--- src/rtl/stack_ram_reader.sv ---
// stack_ram_reader
//   Storage array and pop-side read path of the stack subsystem. The array is
//   written through the controller's registered RAM write port. Reads are
//   address based: an accepted request goes through a one-cycle read stage
//   and then into a 2-entry output buffer drained with a valid/ready handshake.
//
// Ports
//   clk       : clock, all state updates on the rising edge
//   rst_n     : asynchronous active-low reset (the array itself is not reset)
//   wr_req    : write strobe, mem[wr_addr] <= wr_data
//   wr_addr   : write address
//   wr_data   : write data
//   rd_req    : read request, accepted only while rd_busy is low
//   rd_addr   : read address, sampled with rd_req
//   rd_ready  : consumer takes the head word when high together with rd_valid
//   rd_valid  : rd_data holds a valid word
//   rd_data   : head of the output buffer (holds last shown value when empty)
//   rd_busy   : a new rd_req will not be accepted this cycle
//   err_drop  : sticky, a rd_req arrived while rd_busy was high
module stack_ram_reader #(
    parameter int DEPTH_LOG = 4,
    parameter int WIDTH     = 8
) (
    input  logic                 clk,
    input  logic                 rst_n,
    input  logic                 wr_req,
    input  logic [DEPTH_LOG-1:0] wr_addr,
    input  logic [WIDTH-1:0]     wr_data,
    input  logic                 rd_req,
    input  logic [DEPTH_LOG-1:0] rd_addr,
    input  logic                 rd_ready,
    output logic                 rd_valid,
    output logic [WIDTH-1:0]     rd_data,
    output logic                 rd_busy,
    output logic                 err_drop
);

    localparam int DEPTH = 1 << DEPTH_LOG;

    logic [WIDTH-1:0] mem [DEPTH];

    logic [WIDTH-1:0] stage_q, stage_d;
    logic             inflight_q;
    logic [WIDTH-1:0] head_q, head_d;
    logic [WIDTH-1:0] tail_q, tail_d;
    logic [1:0]       occ_q, occ_d;
    logic             err_q;

    logic accept;
    logic collide;
    logic push;
    logic pop;

    // Busy counts the word in the read stage as already occupying a buffer
    // slot, and deliberately ignores a drain happening in the same cycle.
    assign rd_busy  = (occ_q + {1'b0, inflight_q}) == 2'd2;
    assign rd_valid = (occ_q != 2'd0);
    assign rd_data  = head_q;
    assign err_drop = err_q;

    assign accept  = rd_req && !rd_busy;
    assign collide = wr_req && (wr_addr == rd_addr);
    assign push    = inflight_q;
    assign pop     = rd_valid && rd_ready;

    // Storage array: no reset, contents survive rst_n.
    always_ff @(posedge clk) begin
        if (wr_req) begin
            mem[wr_addr] <= wr_data;
        end
    end

    // Read stage: write-first on a same-address collision.
    always_comb begin
        stage_d = stage_q;
        if (accept) begin
            stage_d = collide ? wr_data : mem[rd_addr];
        end
    end

    // Output buffer kept as head/tail registers. The head is left untouched
    // when the last word leaves so rd_data keeps showing it while empty.
    // Push into a full buffer cannot occur because busy blocks it upstream.
    always_comb begin
        head_d = head_q;
        tail_d = tail_q;
        occ_d  = occ_q;
        case ({push, pop})
            2'b01: begin
                occ_d = occ_q - 2'd1;
                if (occ_q == 2'd2) begin
                    head_d = tail_q;
                end
            end
            2'b10: begin
                occ_d = occ_q + 2'd1;
                if (occ_q == 2'd0) begin
                    head_d = stage_q;
                end else begin
                    tail_d = stage_q;
                end
            end
            2'b11: begin
                if (occ_q == 2'd1) begin
                    head_d = stage_q;
                end else begin
                    head_d = tail_q;
                    tail_d = stage_q;
                end
            end
            default: begin
            end
        endcase
    end

    always_ff @(posedge clk or negedge rst_n) begin
        if (!rst_n) begin
            stage_q    <= '0;
            inflight_q <= 1'b0;
            head_q     <= '0;
            tail_q     <= '0;
            occ_q      <= 2'd0;
            err_q      <= 1'b0;
        end else begin
            stage_q    <= stage_d;
            inflight_q <= accept;
            head_q     <= head_d;
            tail_q     <= tail_d;
            occ_q      <= occ_d;
            if (rd_req && rd_busy) begin
                err_q <= 1'b1;
            end
        end
    end

endmodule

--- config.mk ---
export PLATFORM = sky130hd
export DESIGN_NAME = stack_ram_reader
export DESIGN_NICKNAME = d
export VERILOG_FILES = /design/src/rtl/stack_ram_reader.sv
export SDC_FILE = /design/constraint.sdc
export NUM_CORES = 1
export LEC_CHECK = 0
export BUFFER_PORTS_ARGS = -buffer_cell sky130_fd_sc_hd__buf_4
export CAP_MARGIN = 20
export CORE_UTILIZATION = 61
export DETAILED_ROUTE_END_ITERATION = 16
export GPL_TIMING_DRIVEN = 0
export PLACE_DENSITY = 0.89
export SLEW_MARGIN = 30
export SYNTH_ARGS = -nofsm -noshare
export SYNTH_HDL_FRONTEND = slang
export SYNTH_SLANG_ARGS = --single-unit
export TNS_END_PERCENT = 20
--- constraint.sdc ---
create_clock -name clk -period 2.3 [get_ports clk]
set_input_delay 0 -clock clk [delete_from_list [all_inputs] [get_ports clk]]
set_output_delay 0 -clock clk [all_outputs]
set_load 0.03 [all_outputs]
# --- Yosys cells after proc, flatten, opt, wreduce, memory -nomap -nowiden ---
# Memories as Yosys holds them, arrays and structs flattened. A register that Yosys moved wholly into a read port is not among the register bits.
# Cells that the tools add are included.
totals:
  word_cells: 41
  reg_bits: 20
  mem_count: 1
  out_inout_bits: 11
  ram_bits: 128
  inputBits: 21
mem_list:
  columns: ["memory", "words", "word_bits", "read_ports", "rd_clocked_by_memory_dff", "wr", "line_no", "source"]
  rows:
  - ["mem", 16, 8, 1, 1, 1, "40", "logic [WIDTH-1:0] mem [DEPTH];"]
op_classes:
  n_eq_ne: 10
  reduce_logical: 12
  addsub: 3
  muxes: 10
op_table:
  columns: ["operator", "n"]
  rows:
  - ["two-way mux 8 bit", 5]
  - ["one-hot mux 8 bit (3 select lines)", 1]
  - ["one-hot mux 8 bit (2 select lines)", 1]
  - ["equality test 2 bit (second input constant)", 4]
  - ["!= test 2 bit (second input constant)", 4]
  - ["AND reduction 3 bit", 2]
  - ["nonzero test 2 bit", 3]
  - ["equality test 2 x 1 -> 1 bit (second input constant)", 2]
  - ["one-hot mux 2 bit (2 select lines)", 1]
  - ["logical AND 1 bit", 3]
  - ["nonzero test 3 bit", 1]
  - ["adder 2 x 1 -> 2 bit", 1]
  - ["adder 2 x 1 -> 2 bit (second input constant)", 1]
  - ["zero test 1 bit", 2]
  - ["zero test 2 bit", 1]
  - ["two-way mux 1 bit", 2]
  - ["subtractor 2 x 1 -> 2 bit (second input constant)", 1]

# --- Depth between registers and ports, before layout ---
logic_depth:
  word_depth: 5
  depth_mapped: 11
  depth_no_buf: 10

# --- Worst setup path after synthesis ---
# OpenSTA, ideal clock, no wires.
synth_path:
  path_type: "reg-to-reg"
  startpoint: "register occ_q[0]"
  endpoint: "register tail_q[0]"
  path_slack_ps: -6
  setup_ps: 125
  arrival_time_ps: 2181
  path_stages_with_launch: 8
  n_path_buf: 0
  cell_sequence: "dfrtp_1 inv_1 ha_1 inv_1 nand2_1 ha_1 o211ai_1 mux2_2"
synth_between:
  elab_chain_cells: 5
  elab_cells_between_ends: 11
synth_rtl:
  columns: ["item", "line_no", "source"]
  rows:
  - ["start, declared", "46", "logic [1:0] occ_q, occ_d;"]
  - ["start signal, assigned", "122", "occ_q <= 2'd0;"]
  - ["start signal, assigned", "129", "occ_q <= occ_d;"]
  - ["nonzero test 2 bit *", "57", "assign rd_valid = (occ_q != 2'd0);"]
  - ["named net rd_valid", "32", "output logic rd_valid,"]
  - ["logical AND 1 bit *", "64", "assign pop = rd_valid && rd_ready;"]
  - ["equality test 2 bit", "88", "case ({push, pop})"]
  - ["!= test 2 bit (no line) or nonzero test 2 bit (tied branches)", null, null]
  - ["AND reduction 3 bit (no line)", null, null]
  - ["end signal, assigned", "128", "tail_q <= tail_d;"]
  - ["end, declared", "45", "logic [WIDTH-1:0] tail_q, tail_d;"]
# Mark *: on every way through the listed nets, which the timed path passes. The rest lies on a longest branch.
# A chain may end at the register's enable or synchronous reset.

# --- Final worst setup path ---
layout_path:
  startpoint: "register inflight_q"
  endpoint: "register stage_q[0], read port of mem"
layout_between:
  elab_chain_cells: 4
layout_rtl:
  columns: ["item", "line_no", "source"]
  rows:
  - ["start, declared", "43", "logic inflight_q;"]
  - ["start signal, assigned", "126", "inflight_q <= accept;"]
  - ["adder 2 x 1 -> 2 bit", "56", "assign rd_busy = (occ_q + {1'b0, inflight_q}) == 2'd2;"]
  - ["equality test 2 bit", "56", null]
  - ["zero test 1 bit", "61", "assign accept = rd_req && !rd_busy;"]
  - ["logical AND 1 bit", "61", null]
  - ["end, declared", "42", "logic [WIDTH-1:0] stage_q, stage_d;"]
# No other way between the ends.

==> results.md <==
* Clock Skew at 0.0101 ns
* Cts bufs inserted at 17
* Fill cells at 557
* H-tree depth at 4
* Peak Freq at 451 MHz
* Std-Cell Core Area at 10200 sq um
* Count of cell types in the netlist at 35
* Fraction of final layout cells with drive strength greater than 1 at 24.3%
* # rows at 37
* Final Hold Viols at 0
* Synthesis-stage register bit count at 156
* Reg2reg setup slack at 0.08 ns
* Routability cong. at 0.838
* Syn_nets at 381
* Post-synth EDFFs at 128
* WHS at 0.0277 ns
* Hold path cells at 3
* Drt pass-1 iters at 5
* Via Count at 3511
* WHS Endpoint: stage_q[7]$_DFFE_PN0P_
* Placed Area at 6800 sq um
* N_diodes at 0
* Final period util at 96.3%
* Final count of negative-setup-slack endpoints at 0
* Gr ovfl total at 0
* Actual slew at the worst max-slew pin at 0.824 ns
* Vias in the first global route at 3645
* Die Area at 10900 sq um
* Crit path arrival time at 2.59 ns
* Hold Crit Class: in -> reg
* Design area at 7540 sq um
* Max-Cap Viols at 0
* Final WL at 13000 um
* Post-route DRC violation count at 0
* I/O Pins at 32
* Placed instance count at 514
* Worst VDD drop at 0.000761 V
* Status: finished clean
* GRT Total Usage at 26.0%
* PwrDens at 1060 nW/um^2
* Crit-path max FO at 10
* Largest net degree at the start of global routing at 29
* Minimum clock period after layout at 2.22 ns
* CTS Root Cell: clkbuf_8
* Post-DP HPWL at 7970 um
* Layout net count at 441
* Sequential area share after synthesis at 70.9%
* Reg2reg end: stage_q[0]$_DFFE_PN0P_
* Clock Pin Slew Worst Setup and Hold Paths at 0.07 ns
* Starting density of the core at 62.6%
* Syn Area/Cell at 18.3 sq um
* Area Growth Syn to Fin at 17.8%
* Main flop type after synthesis: edfxtp_1
* Reg2Reg Launch Point: inflight_q$_DFF_PN0_
* Width of the die at 104 um
* Synth warn at 0
* Final std cells w/o fill at 559
* Hold Path Origin: wr_req
* Die Span Y at 104 um
* Slew Viols, Final at 0
* Setup TNS after final layout at 0 ns
* Drt wl/cell at 23.2 um
* Antenna violations before repair at 0
* CTS tree: done
* Req. time, crit path at 2.68 ns
* FF-to-FF path depth at 6
* First-pass GRT wire length at 20000 um
* Crit path kind: reg -> reg
* IO Port Bufs at 27
* CP Capture Type: register
* Startpoint class of the critical path: register
* Synth async-reset ratio at 17.9%
* Final ANT Viol Nets at 0
* Clock sink count at 156
* Drt via density at 6.28
* Clock Latency Late Sink at 0.54 ns
* Worst relative slew slack at 44.9%
* Synth Instances at 351
* Clk buf depth at 2
* Synthesized area at 6410 sq um
* 1st-iter DRT viols at 315
* Lkg Pwr at 2.74 nW
==> stage by stage <==
stage	utilization, %	setup WS (ns)	power [mW]
floorplan	-	0.105	4.67
global placement	66.3	0.0458	5.06
detailed placement	66.5	-0.0514	5.16
CTS	73.5	0.0367	7.98
global route	73.7	-0.00723	8.31
finish	73.7	0.0845	8.01
==> worst max-delay path, stage by stage, from the launching register on <==
cell      delay (ns)
dfrtp_1         0.44
ha_1            0.23
xnor2_1         0.13
o21ai_0         0.40
clkbuf_1        0.39
a31o_2          0.27
o221ai_1        0.18
==> logic make-up after synthesis <==
kind of cell	after synthesis	share of synthesized area, %
compound gates	47	5.68
flops	156	70.9
buf+inv	32	2.75
xor+xnor	6	0.820
simple gates	59	4.08
mux	42	14.0
fa+ha+maj	9	1.76
==> final cells by class <==
| class | instances | area [sq um] | share of cell area [%] |
|---|---|---|---|
| buffer | 15 | 114 | 1.51 |
| clock buffer | 17 | 414 | 5.49 |
| clock inverter | 14 | 163 | 2.16 |
| inverter | 16 | 60.1 | 0.796 |
| multi-input combinational | 163 | 1720 | 22.8 |
| sequential | 156 | 4540 | 60.2 |
| tap | 136 | 170 | 2.26 |
| timing repair buffer | 42 | 355 | 4.71 |
==> worst max-delay path by stage <==
| stage | slack, ns | endpoint | startpoint |
|---|---|---|---|
| 5_1_grt | -0.007 | rd_data[5]$_DFFE_PN0P_ | occ_q[0]$_DFFE_PN0P_ |
| 6_report | 0.08 | stage_q[0]$_DFFE_PN0P_ | inflight_q$_DFF_PN0_ |
| 3_3_place_gp | 0.05 | tail_q[7]$_DFFE_PN0P_ | occ_q[0]$_DFFE_PN0P_ |
| 2_1_floorplan | 0.11 | tail_q[0]$_DFFE_PN0P_ | occ_q[0]$_DFFE_PN0P_ |
| 4_1_cts | 0.04 | rd_data[4]$_DFFE_PN0P_ | occ_q[0]$_DFFE_PN0P_ |
| 3_5_place_dp | -0.05 | tail_q[0]$_DFFE_PN0P_ | occ_q[0]$_DFFE_PN0P_ |
==> cell usage in the layout (no fill, tap or decap), types with 4 or more instances in the layout <==
master,netlist,routed
edfxtp_1,128,128
nor2_1,30,30
buf_4,0,30
dfrtp_1,28,28
mux4_1,17,17
a22o_1,16,16
clkbuf_16,0,16
inv_1,16,15
mux4_2,15,15
nand2_1,13,13
dlygate4sd3_1,0,11
a22oi_1,8,8
a21oi_1,8,8
o221ai_1,8,8
mux2_2,8,8
ha_1,9,8
clkbuf_1,8,6
nor3_2,0,4
clkinv_4,0,4
==> synthesized netlist by cell type, drive strengths merged (2+ instances only) <==
cell / n / share of area [%]
nand2: 13 / 0.76
ha: 9 / 1.8
a22o: 16 / 2.2
dfrtp: 28 / 11
a21oi: 8 / 0.63
o21ai: 3 / 0.23
xnor2: 3 / 0.41
o221ai: 8 / 1.1
nor3: 5 / 0.39
mux4: 32 / 12
edfxtp: 128 / 60
nor2b: 2 / 0.20
mux2i: 2 / 0.31
a22oi: 8 / 0.94
nand3b: 2 / 0.23
nand2b: 3 / 0.29
mux2: 8 / 1.4
buf: 7 / 1.3
xor2: 3 / 0.41
inv: 16 / 0.94
clkbuf: 9 / 0.55
nor2: 30 / 1.8
==> repair_timing <==
action	in CTS	in global routing
resized for setup	1	4
endpoints found under the hold margin	165	0
setup endpoints to repair	15	8
setup buffers	1	2
hold buffers	12	0
pin swaps	1	1
==> registers in the layout, summed over array words and instances (netlist names) <==
signal and cells:
err_drop 1, tail_q 8, mem 128, stage_q 8
inflight_q 1, rd_data 8, occ_q 2
==> layer usage <==
metal,wire length [um],GRT usage [%],up-vias
met5,0,0,-
met1,5100,34.2,1754
li1,-,-,1529
met4,490,14.8,0
met2,6370,40.4,190
met3,995,5.89,38
==> power by group <==
part | switching (mW) | leakage (nW) | internal [mW]
clock network | 1.19 | 0.277 | 1.57
logic | 0.979 | 0.970 | 0.748
registers | 0.180 | 1.50 | 3.35
total | 2.35 | 2.74 | 5.66
(Power assumes the default switching activity.)
